### src/rtl/prog_logic_fn_if.sv
`default_nettype none
// ============================================================================
// Module      : prog_logic_fn_if
// Description : Evaluation and serial-configuration bundle for prog_logic_fn.
// Revision    : 1.0 - initial release
// ============================================================================
interface prog_logic_fn_if #(
    parameter int N_IN = 4
);
    logic            in_valid;
    logic [N_IN-1:0] in_vec;
    logic            cfg_en;
    logic            cfg_bit;
    logic            cfg_restart;
    logic            f;
    logic            out_valid;
    logic            cfg_busy;
    logic            cfg_done;

    modport master (
        output in_valid, in_vec, cfg_en, cfg_bit, cfg_restart,
        input  f, out_valid, cfg_busy, cfg_done
    );

    modport slave (
        input  in_valid, in_vec, cfg_en, cfg_bit, cfg_restart,
        output f, out_valid, cfg_busy, cfg_done
    );
endinterface
`default_nettype wire

### src/rtl/prog_logic_fn.sv
`default_nettype none
// ============================================================================
// Module      : prog_logic_fn
// Description : Registered N-input truth-table function with a serially
//               reloadable table (shadow load, atomic commit on last bit).
// Revision    : 1.0 - initial release
// ============================================================================
module prog_logic_fn #(
    parameter int                    N_IN        = 4,
    parameter logic [(1<<N_IN)-1:0]  RESET_TABLE = 16'h0054
) (
    input  wire                  clk,
    input  wire                  rst,
    prog_logic_fn_if.slave       bus
);
    localparam int              c_DEPTH = 1 << N_IN;
    localparam logic [N_IN-1:0] c_LAST  = {N_IN{1'b1}};

    logic [c_DEPTH-1:0] r_active;
    logic [c_DEPTH-1:0] r_shadow;
    logic [N_IN-1:0]    r_count;
    logic               r_f;
    logic               r_out_valid;
    logic               r_busy;
    logic               r_done;

    logic [c_DEPTH-1:0] w_merged;
    logic               w_last;

    // Shadow image with the incoming bit already placed, so the final bit
    // can be committed to the active table on the same edge it arrives.
    always_comb begin
        w_merged          = r_shadow;
        w_merged[r_count] = bus.cfg_bit;
    end

    assign w_last = (r_count == c_LAST);

    always_ff @(posedge clk) begin
        if (rst) begin
            r_active    <= RESET_TABLE;
            r_shadow    <= '0;
            r_count     <= '0;
            r_f         <= 1'b0;
            r_out_valid <= 1'b0;
            r_busy      <= 1'b0;
            r_done      <= 1'b0;
        end else begin
            r_done      <= 1'b0;
            r_out_valid <= bus.in_valid;
            // Reads the table as it stood before this edge, so an evaluation
            // coinciding with a commit still sees the old function.
            if (bus.in_valid) begin
                r_f <= r_active[bus.in_vec];
            end
            if (bus.cfg_restart) begin
                r_count <= '0;
                r_busy  <= 1'b0;
            end else if (bus.cfg_en) begin
                r_shadow <= w_merged;
                r_count  <= r_count + 1'b1;
                r_busy   <= !w_last;
                if (w_last) begin
                    r_active <= w_merged;
                    r_done   <= 1'b1;
                end
            end
        end
    end

    assign bus.f         = r_f;
    assign bus.out_valid = r_out_valid;
    assign bus.cfg_busy  = r_busy;
    assign bus.cfg_done  = r_done;
endmodule
`default_nettype wire
### src/flat_wrapper.sv
// flat-port wrapper written by rule: the top's interface ports become plain ports
module prog_logic_fn_flat 
#(
    parameter int                    N_IN        = 4,
    parameter logic [(1<<N_IN)-1:0]  RESET_TABLE = 16'h0054
)
  (clk, rst, bus_in_valid, bus_in_vec, bus_cfg_en, bus_cfg_bit, bus_cfg_restart, bus_f, bus_out_valid, bus_cfg_busy, bus_cfg_done);
  prog_logic_fn_if #(.N_IN(N_IN)) bus_i ();
  input  wire clk;
  input  wire rst;
  input wire logic [$bits(bus_i.in_valid)-1:0] bus_in_valid;
  input wire logic [$bits(bus_i.in_vec)-1:0] bus_in_vec;
  input wire logic [$bits(bus_i.cfg_en)-1:0] bus_cfg_en;
  input wire logic [$bits(bus_i.cfg_bit)-1:0] bus_cfg_bit;
  input wire logic [$bits(bus_i.cfg_restart)-1:0] bus_cfg_restart;
  output wire logic [$bits(bus_i.f)-1:0] bus_f;
  output wire logic [$bits(bus_i.out_valid)-1:0] bus_out_valid;
  output wire logic [$bits(bus_i.cfg_busy)-1:0] bus_cfg_busy;
  output wire logic [$bits(bus_i.cfg_done)-1:0] bus_cfg_done;
  assign bus_i.in_valid = bus_in_valid;
  assign bus_i.in_vec = bus_in_vec;
  assign bus_i.cfg_en = bus_cfg_en;
  assign bus_i.cfg_bit = bus_cfg_bit;
  assign bus_i.cfg_restart = bus_cfg_restart;
  assign bus_f = bus_i.f;
  assign bus_out_valid = bus_i.out_valid;
  assign bus_cfg_busy = bus_i.cfg_busy;
  assign bus_cfg_done = bus_i.cfg_done;
  prog_logic_fn #(.N_IN(N_IN), .RESET_TABLE(RESET_TABLE)) u_core (.clk(clk), .rst(rst), .bus(bus_i));
endmodule
### config.mk
export PLATFORM = sky130hd
export DESIGN_NAME = prog_logic_fn_flat
export DESIGN_NICKNAME = d
export VERILOG_FILES = /design/src/rtl/prog_logic_fn_if.sv /design/src/rtl/prog_logic_fn.sv /design/src/flat_wrapper.sv
export SDC_FILE = /design/constraint.sdc
export NUM_CORES = 1
export LEC_CHECK = 0
export CORE_MARGIN = 5
export CORE_UTILIZATION = 30
export DETAILED_ROUTE_END_ITERATION = 16
export PLACE_DENSITY_LB_ADDON = 0.3
export RECOVER_POWER = 100
export SETUP_SLACK_MARGIN = 0.02
export SYNTH_ARGS = -nofsm -noshare
export SYNTH_HDL_FRONTEND = slang
export SYNTH_SLANG_ARGS = --single-unit
export TNS_END_PERCENT = 20
### constraint.sdc
create_clock -name clk -period 1.28 [get_ports clk]
set_input_delay 0.128 -clock clk [delete_from_list [all_inputs] [get_ports clk]]
set_output_delay 0.128 -clock clk [all_outputs]
set_load 0.05 [all_outputs]
==> metrics, run 1 <==
Storage cell area 793 µm²; root buf cell clkbuf_8; largest net degree at the start of global routing 23; Core Rows 28; commonest non-fill, non-tap cell in the layout dfxtp_1; Synth Area in Compound Gates 17.4%; first-pass GRT wire length 6.90 mm; worst-case clock buffer depth 2; final instance area 2620 µm²; internal power 0.00196 W; combinational fraction of design power 12.6%; vias in the first global route 1,457; CP Launch Type register; fill cell count 561; Final period util 106%; dpl hpwl 2.94 mm; Initial Utilization 31.1%; post-synthesis mux area share 14.2%; Syn Nets 205; die area 7900 µm²; HP Class reg -> reg; initial antenna violation count 0; wire length per cell 13.6 µm; library cells used by synthesis 30; Post-Synth Adder-Cell Area 3.35%; Synth Cell Area 1870 µm²; main combinational cell family by area after synthesis compound AO/OA/AOI/OAI gates; CTS Buf Count 5; Final ANT Viol Nets 0; CTS tree done; Iteration-0 DRC Markers 92; Worst EP required 1.45 ns; dpl cells 299; RSZ-0062 raised after global routing true; peak supply drop 0.825 mV; Syn Area/Cell 9.82 µm²; Routed Wire Length 4.18 mm; htree depth 2; flops & latches, synth 39; fmax 738 MHz; routed vias/inst 4.76; Initial DRT Pass Iterations 4; gr usage total 11.5%; clock power share 38.7%; Setup Viol. Count Final 14; # DRC 0; outcome complete, but fails checks; Fin Setup TNS -0.642 ns; ANT cells 0; Non-Filler Instances 308; Multi-input gate area 1150 µm²; GP Congestion 0.814; register area share after synthesis 41.9%; LEAKAGE 1.01 nW; Max Transition Viols Final 0; worst endpoint data arrival time 1.53 ns; Die Width 88.9 µm; XOR/XNOR share of the synthesized area 1.41%; Post-Synth Simple-Gate Area 16.5%; CP Capture Type register; sw power 0.000610 W; Fin. Hold Viols 0; failing checks negative setup slack; Final Core Density 43.7%; maxcap violations 0; Clock Latency Late Sink 0.29 ns; CTS sink count 39; Die H 88.9 µm; most frequent cells in the layout dfxtp_1 (35), buf_4 (29), nor2_1 (23); max_slew headroom 82.0%; sequential group share of total power 48.7%; share of layout cells above drive strength 1 41.2%; Crit Path Max Fanout 4; Worst Skew 0.0105 ns; PortBufs 13; Area growth syn-to-layout 40.4%; nets 248; worst setup margin -0.0751 ns; Core Area 5990 µm²; minimum clock period 1.36 ns; Reg clk slew, reported paths 0.08 ns; area post-placement 2370 µm²; Power Density 982 nW/µm²; Top-Level Pins 14; worst slew pin tran 0.262 ns; Mapped Cells 190; Crit Path Category reg -> reg; YS warnings 0; total grt overflow 0; DR vias 1,467; switching part of the total power 23.7%
==> cell usage after synthesis, drive strengths merged <==
cell	instances	share of area, %
dfxtp	39	42
nor2	24	4.8
mux2i	22	12
nand2	22	4.4
o2bb2ai	12	9.0
nand3	10	2.7
a211oi	9	3.6
buf	9	3.5
a21oi	7	1.9
ha	5	3.4
inv	5	1.0
nor2b	5	1.8
clkbuf	4	0.80
a22oi	2	0.80
mux4	2	2.4
nand4	2	0.67
o2111ai	2	0.94
or2	2	0.81
xor2	2	0.94
a22o	1	0.47
nor4b	1	1.3
o21ai	1	0.27
o21bai	1	0.40
xnor2	1	0.47
==> through the flow <==
step	total power, W	setup slack [ns]	hold WS (ns)
floorplan	0.00144	0.0233	0.304
global placement	0.00158	-0.310	0.444
detailed placement	0.00159	-0.347	0.446
CTS	0.00260	-0.0900	0.460
global route	0.00269	-0.140	0.489
finish	0.00257	-0.0751	0.459
==> final timing paths <==
| kind | start | end | slack (ns) | depth (start not counted) |
|---|---|---|---|---|
| setup / recovery | u_core.r_count[1] | u_core.r_active[0] | -0.08 | 6 |
| hold / removal | u_core.r_shadow[2] | u_core.r_shadow[2] | 0.46 | 2 |
| hold reg to reg | u_core.r_shadow[2] | u_core.r_shadow[2] | 0.46 | 2 |
| setup reg to reg | u_core.r_count[1] | u_core.r_active[0] | -0.08 | 6 |
==> critical path: stages (launching register included) <==
cell and delay, ns:
dfxtp_4 0.37, inv_1 0.09, ha_4 0.19, buf_4 0.13
nand2_1 0.08, mux2i_2 0.28, o2bb2ai_2 0.09
==> power groups by stage <==
stage	registers, W	logic [W]	clock network (W)
3_3_place_gp	0.00129	0.000300	0
3_5_place_dp	0.00129	0.000302	0
6_report	0.00125	0.000323	0.000996
5_1_grt	0.00126	0.000351	0.00108
4_1_cts	0.00126	0.000322	0.00102
2_1_floorplan	0.00130	0.000139	0
==> layer usage <==
metal	share of wire [%]	vias to the layer above	track usage, %
li1	-	754	-
met1	50	688	15.2
met2	46	20	18.3
met3	3.1	5	2.98
met4	1.3	0	3.71
met5	0	-	0
==> area by class of cell <==
cell class	count	share of cell area, %
multi-input cells	133	44.1
flip-flops and latches	39	30.3
repair buffers	49	17.2
well taps	75	3.58
clock buffers	5	2.63
clock inverters	2	1.43
inverters	5	0.812
==> sequential cells by signal, summed over array words and instances, names as in the netlist <==
register / cells
u_core.bus.out_valid: 1
u_core.r_count: 4
u_core.bus.f: 1
u_core.r_active: 16
u_core.bus.cfg_busy: 1
u_core.bus.cfg_done: 1
u_core.r_shadow: 15
==> cell families (layout without fill, tap and decap cells) <==
family / Yosys count / count (layout)
XOR/XNOR: 3 / 3
AND/OR/NAND/NOR: 66 / 66
buffers and inverters: 18 / 61
adder cells (fa/ha/maj): 5 / 5
flip-flops: 39 / 39
AO/OA/AOI/OAI: 35 / 35
multiplexers: 24 / 24
==> timing repair <==
| action | CTS | global route |
|---|---|---|
| endpoints found under the setup margin | 33 | 32 |
| hold buffers | 0 | 0 |
| setup buffers | 1 | 1 |
| endpoints found under the hold margin | 0 | 0 |
| gates cloned | 0 | 0 |
| pin swaps | 5 | 5 |
| resized for setup | 28 | 17 |
No activity file was read; power rests on OpenSTA's default activity.
==> run 2, diff against run 1 <==
CORE_ASPECT_RATIO = 1.4   (was not set)
==> metrics, run 2 (same netlist as run 1, synthesis figures left out) <==
root buf cell clkbuf_8; Setup Viol. Count Final 13; Crit Path Max Fanout 12; combinational fraction of design power 12.3%; PortBufs 13; ANT cells 0; most frequent cells in the layout dfxtp_1 (35), buf_4 (27), nor2_1 (23); final instance area 2580 µm²; Clock Latency Late Sink 0.29 ns; Fin Setup TNS -0.188 ns; switching part of the total power 23.8%; outcome complete, but fails checks; HP Class reg -> reg; Area growth syn-to-layout 38.6%; Core Area 6130 µm²; sw power 0.000614 W; worst slew pin tran 0.506 ns; Reg clk slew, reported paths 0.08 ns; Fin. Hold Viols 0; Initial DRT Pass Iterations 4; CTS sink count 39; nets 248; GP Congestion 0.739; Power Density 997 nW/µm²; Routed Wire Length 4.29 mm; vias in the first global route 1,422; largest net degree at the start of global routing 23; die area 7920 µm²; CP Launch Type register; fmax 768 MHz; Final ANT Viol Nets 0; DR vias 1,456; clock power share 39.0%; Worst EP required 1.50 ns; Initial Utilization 30.5%; Top-Level Pins 14; Max Transition Viols Final 0; CP Capture Type register; max FFs per register 16; critical path's top delay family simple AND/OR/NAND/NOR gates; Reg with most FFs u_core.r_active; max incr delay on CP 0.40 ns; initial antenna violation count 0; maxcap violations 0; Post-CTS Setup Repair Bufs 0; Core Rows 34; worst-case clock buffer depth 2; share of layout cells above drive strength 1 36.5%; crit-path cells ha_4 -> nand4_1 -> or2_4 -> buf_12 -> o2bb2ai_1; failing checks negative setup slack; worst setup margin -0.0228 ns; Critical path buffers and inverters 1; Worst path slowest cell dfxtp_4; Final period util 102%; # DRC 0; Iteration-0 DRC Markers 31; peak supply drop 0.688 mV; Die Width 76.6 µm; htree depth 2; minimum clock period 1.30 ns; Power Total 0.00258 W; Crit Path Category reg -> reg; first-pass GRT wire length 6.98 mm; Die H 103 µm; LEAKAGE 1.05 nW; largest registers u_core.r_active x16, u_core.r_shadow x15, u_core.r_count x4; wire length per cell 14.1 µm; gr usage total 11.3%; dpl hpwl 3.14 mm; CTS tree done; max_slew headroom 66.2%; total grt overflow 0; sequential group share of total power 48.7%; fill cell count 626; CTS Buf Count 5; worst endpoint data arrival time 1.53 ns; RSZ-0062 raised after global routing true; commonest non-fill, non-tap cell in the layout dfxtp_1; Worst Skew 0.00808 ns; area post-placement 2370 µm²; routed vias/inst 4.77; internal power 0.00196 W
==> run 2: changes by cell type in the layout (fill, tap and decap cells not counted), sizes merged <==
cell          previous run  this run
dlymetal6s2s             0         2
buf                     36        35
clkbuf                   9         8
==> run 2: cell type report <==
cell class | count | area [µm²] | share of cell area [%]
Multi-Input combinational cell | 133 | 1120 | 43.4
Sequential cell | 39 | 791 | 30.6
Timing Repair Buffer | 49 | 455 | 17.6
Tap cell | 72 | 90.1 | 3.48
Clock buffer | 5 | 68.8 | 2.66
Clock inverter | 2 | 37.5 | 1.45
Inverter | 5 | 21.3 | 0.823
==> run 2: power groups by stage <==
stage | registers, W | logic [W] | clock network (W)
final | 0.00125 | 0.000317 | 0.00100
after global routing | 0.00126 | 0.000345 | 0.00108
after CTS | 0.00126 | 0.000326 | 0.00105
after detailed placement | 0.00129 | 0.000309 | 0
after global placement | 0.00129 | 0.000308 | 0
after floorplan | 0.00130 | 0.000139 | 0
==> run 2: worst paths after layout <==
path                                    startpoint            endpoint  slack, ns  depth (start not counted)
worst max-delay path             u_core.r_count[0]  u_core.r_active[8]      -0.02                          5
worst min-delay path            u_core.r_shadow[0]  u_core.r_shadow[0]       0.46                          2
worst max register to register   u_core.r_count[0]  u_core.r_active[8]      -0.02                          5
worst min register to register  u_core.r_shadow[0]  u_core.r_shadow[0]       0.46                          2
==> run 2: metal layers <==
| metal | track usage, % | wire, µm |
|---|---|---|
| met4 | 6.06 | 85 |
| met5 | 0 | 0 |
| met3 | 1.65 | 60 |
| met2 | 21.0 | 2330 |
| met1 | 12.5 | 1820 |
==> run 2: worst reg2reg max path, stage by stage (launching register included) <==
cell       delay [ns]
dfxtp_4          0.40
ha_4             0.13
nand4_1          0.14
or2_4            0.30
buf_12           0.16
o2bb2ai_1        0.12
==> run 2: repair_timing <==
item                       4_1_cts  5_1_grt
hold endpoints to repair         0        0
hold buffers                     0        0
pin swaps                        2        3
resized for setup               18       19
setup endpoints to repair       31       32
==> run 2: stage by stage <==
stage | hold WS [ns] | cells | worst slack (ns) | utilization, %
finish | 0.460 | 305 | -0.0228 | 42.2
global placement | 0.444 | 298 | -0.296 | 38.7
CTS | 0.463 | 305 | -0.0357 | 41.7
detailed placement | 0.451 | 298 | -0.332 | 38.7
global route | 0.482 | 305 | -0.0934 | 42.2
floorplan | 0.304 | 190 | 0.0233 | -
==> run 3, diff against run 2 <==
ABC_CLOCK_PERIOD_IN_PS = 1280   (was not set)
==> results of run 3 <==
The final DEF is identical to that of run 2; final timing and power are the same.
==> patch, RTL diff (settings of run 2) <==
`N_IN` is set to 4 in 3 places; all go to 5.
--- a/src/rtl/prog_logic_fn_if.sv
+++ b/src/rtl/prog_logic_fn_if.sv
@@ -5,7 +5,7 @@
 // Revision    : 1.0 - initial release
 // ============================================================================
 interface prog_logic_fn_if #(
-    parameter int N_IN = 4
+    parameter int N_IN = 5
 );
     logic            in_valid;
     logic [N_IN-1:0] in_vec;
--- a/src/rtl/prog_logic_fn.sv
+++ b/src/rtl/prog_logic_fn.sv
@@ -6,7 +6,7 @@
 // Revision    : 1.0 - initial release
 // ============================================================================
 module prog_logic_fn #(
-    parameter int                    N_IN        = 4,
+    parameter int                    N_IN        = 5,
     parameter logic [(1<<N_IN)-1:0]  RESET_TABLE = 16'h0054
 ) (
     input  wire                  clk,
--- a/src/flat_wrapper.sv
+++ b/src/flat_wrapper.sv
@@ -1,7 +1,7 @@
 // flat-port wrapper written by rule: the top's interface ports become plain ports
 module prog_logic_fn_flat 
 #(
-    parameter int                    N_IN        = 4,
+    parameter int                    N_IN        = 5,
     parameter logic [(1<<N_IN)-1:0]  RESET_TABLE = 16'h0054
 )
   (clk, rst, bus_in_valid, bus_in_vec, bus_cfg_en, bus_cfg_bit, bus_cfg_restart, bus_f, bus_out_valid, bus_cfg_busy, bus_cfg_done);
Ports: changed (resized bus_in_vec); port bits go from 14 to 15. The function was not compared with the original's and may differ.
==> patch against run 2 <==
  * The flow still finishes with violations (negative setup slack)
  * Worst setup slack lost 320 ps
  * Sequential cell count grew 34
  * Wire length grew 140%
  * Highest routed layer unchanged
  * Total power grew 93%
  * Sequential share of layout area shrank 1.4 points
  * Area after synthesis grew 97%
  * Worst hold slack lost 280 ps
  * Largest power group is now the clock network
  * Non-clock buffer count grew 29
  * Final cell count grew 110%
  * Final area grew 95%
==> patch: results (changes against run 2) <==
| Metric | Value |
|---|---|
| Placed cell count | 627 (was 298) |
| Clock Pin Slew Worst Setup and Hold Paths | 60 ps (was 80 ps) |
| Hold_sp | rst (was u_core.r_shadow[0]) |
| Transition time of the tightest slew-check pin | 379.7 ps (was 506.3 ps) |
| Switching share of total power | 0.2391 (was 0.2383) |
| Mux contribution to synthesized area | 0.1146 (was 0.1422) |
| Pre-CTS worst setup slack | -491.4 ps (was -332.0 ps) |
| Net count reported at finish | 518 (was 248) |
| Final-report setup violation count | 58 (was 13) |
| Fraction of layout cells with a size suffix above 1 | 0.2742 (was 0.3648) |
| Result of the run | finished, violations left (unchanged) |
| Largest net degree at the start of global routing | 68 (was 23) |
| Layout Skew | 6.438 ps (was 8.084 ps) |
| XOR/XNOR share of the synthesized area | 0.007165 (was 0.01408) |
| Number of buffers added on ports | 14 (was 13) |
| Critical path data arrival time | 1860 ps (was 1530 ps) |
| GRT Resource Usage Total | 0.1425 (was 0.1132) |
| Power per standard cell area | 986.4 mW/mm^2 (was 996.7 mW/mm^2) |
| Hold crit path type | in2reg (was reg2reg) |
| Violated checks | negative setup slack (unchanged) |
| Post-DP Area | 0.004339 sq mm (was 0.002369 sq mm) |
| Total leakage power | 1.908 nW (was 1.047 nW) |
| GPL Wtd Cong | 0.7851 (was 0.7392) |
| Adder-cell share of the synthesized area | 0.01706 (was 0.03353) |
| Post-synth top cells | sky130_fd_sc_hd__nand2_1, sky130_fd_sc_hd__dfxtp_1, sky130_fd_sc_hd__nor2_1, sky130_fd_sc_hd__nand3_1, sky130_fd_sc_hd__mux2i_1 (was sky130_fd_sc_hd__dfxtp_1, sky130_fd_sc_hd__nor2_1, sky130_fd_sc_hd__mux2i_1, sky130_fd_sc_hd__nand2_1) |
| Leading cell types by total area after synthesis | sky130_fd_sc_hd__dfxtp_1, sky130_fd_sc_hd__mux2i_1, sky130_fd_sc_hd__nand2_1, sky130_fd_sc_hd__a311oi_1, sky130_fd_sc_hd__nor2_1 (was sky130_fd_sc_hd__dfxtp_1, sky130_fd_sc_hd__mux2i_1, sky130_fd_sc_hd__o2bb2ai_2, sky130_fd_sc_hd__nor2_1, sky130_fd_sc_hd__nand2_1) |
| Clock root buffer | sky130_fd_sc_hd__clkbuf_16 (was sky130_fd_sc_hd__clkbuf_8) |
| Sequential share of power | 0.460 (was 0.487) |
| Clock network latency to the later pin of the worst-skew pair | 330 ps (was 290 ps) |
| Worst hold endpoint | u_core.r_count[1] (was u_core.r_shadow[0]) |
| Least setup slack across all paths after layout | -341.5 ps (was -22.83 ps) |
| Global-route wire length before repair | 16140 um (was 6975 um) |
| Final standard cell count with taps included and fillers excluded | 654 (was 305) |
| Final Hold Slack | 177.4 ps (was 460.2 ps) |
| Number of unique standard cell types used by synthesis | 33 (was 30) |
-- patch: layout make-up --
cell class | count | area, sq um | share of cell area
repair buffers | 78 | 917.1 | 0.1815
flip-flops and latches | 73 | 1475 | 0.2919
clock inverters | 5 | 31.28 | 0.006190
multi-input cells | 338 | 2196 | 0.4345
inverters | 2 | 7.507 | 0.001486
well taps | 147 | 183.9 | 0.03640
clock buffers | 11 | 242.7 | 0.04803
-- patch: timing repair --
action                     in CTS  in global routing
pin swaps                      25                 20
gates resized for setup        39                 34
setup endpoints to repair      66                 67
gates cloned                    4                  2
buffers inserted                4                  1
-- patch: layer usage --
metal | global-route usage | up-vias | wire (um)
li1 | - | 1666 | -
met1 | 0.1774 | 1556 | 4228
met2 | 0.2389 | 60 | 5369
met3 | 0.02669 | 10 | 446
met4 | 0.05457 | 0 | 148
met5 | 0 | - | 0
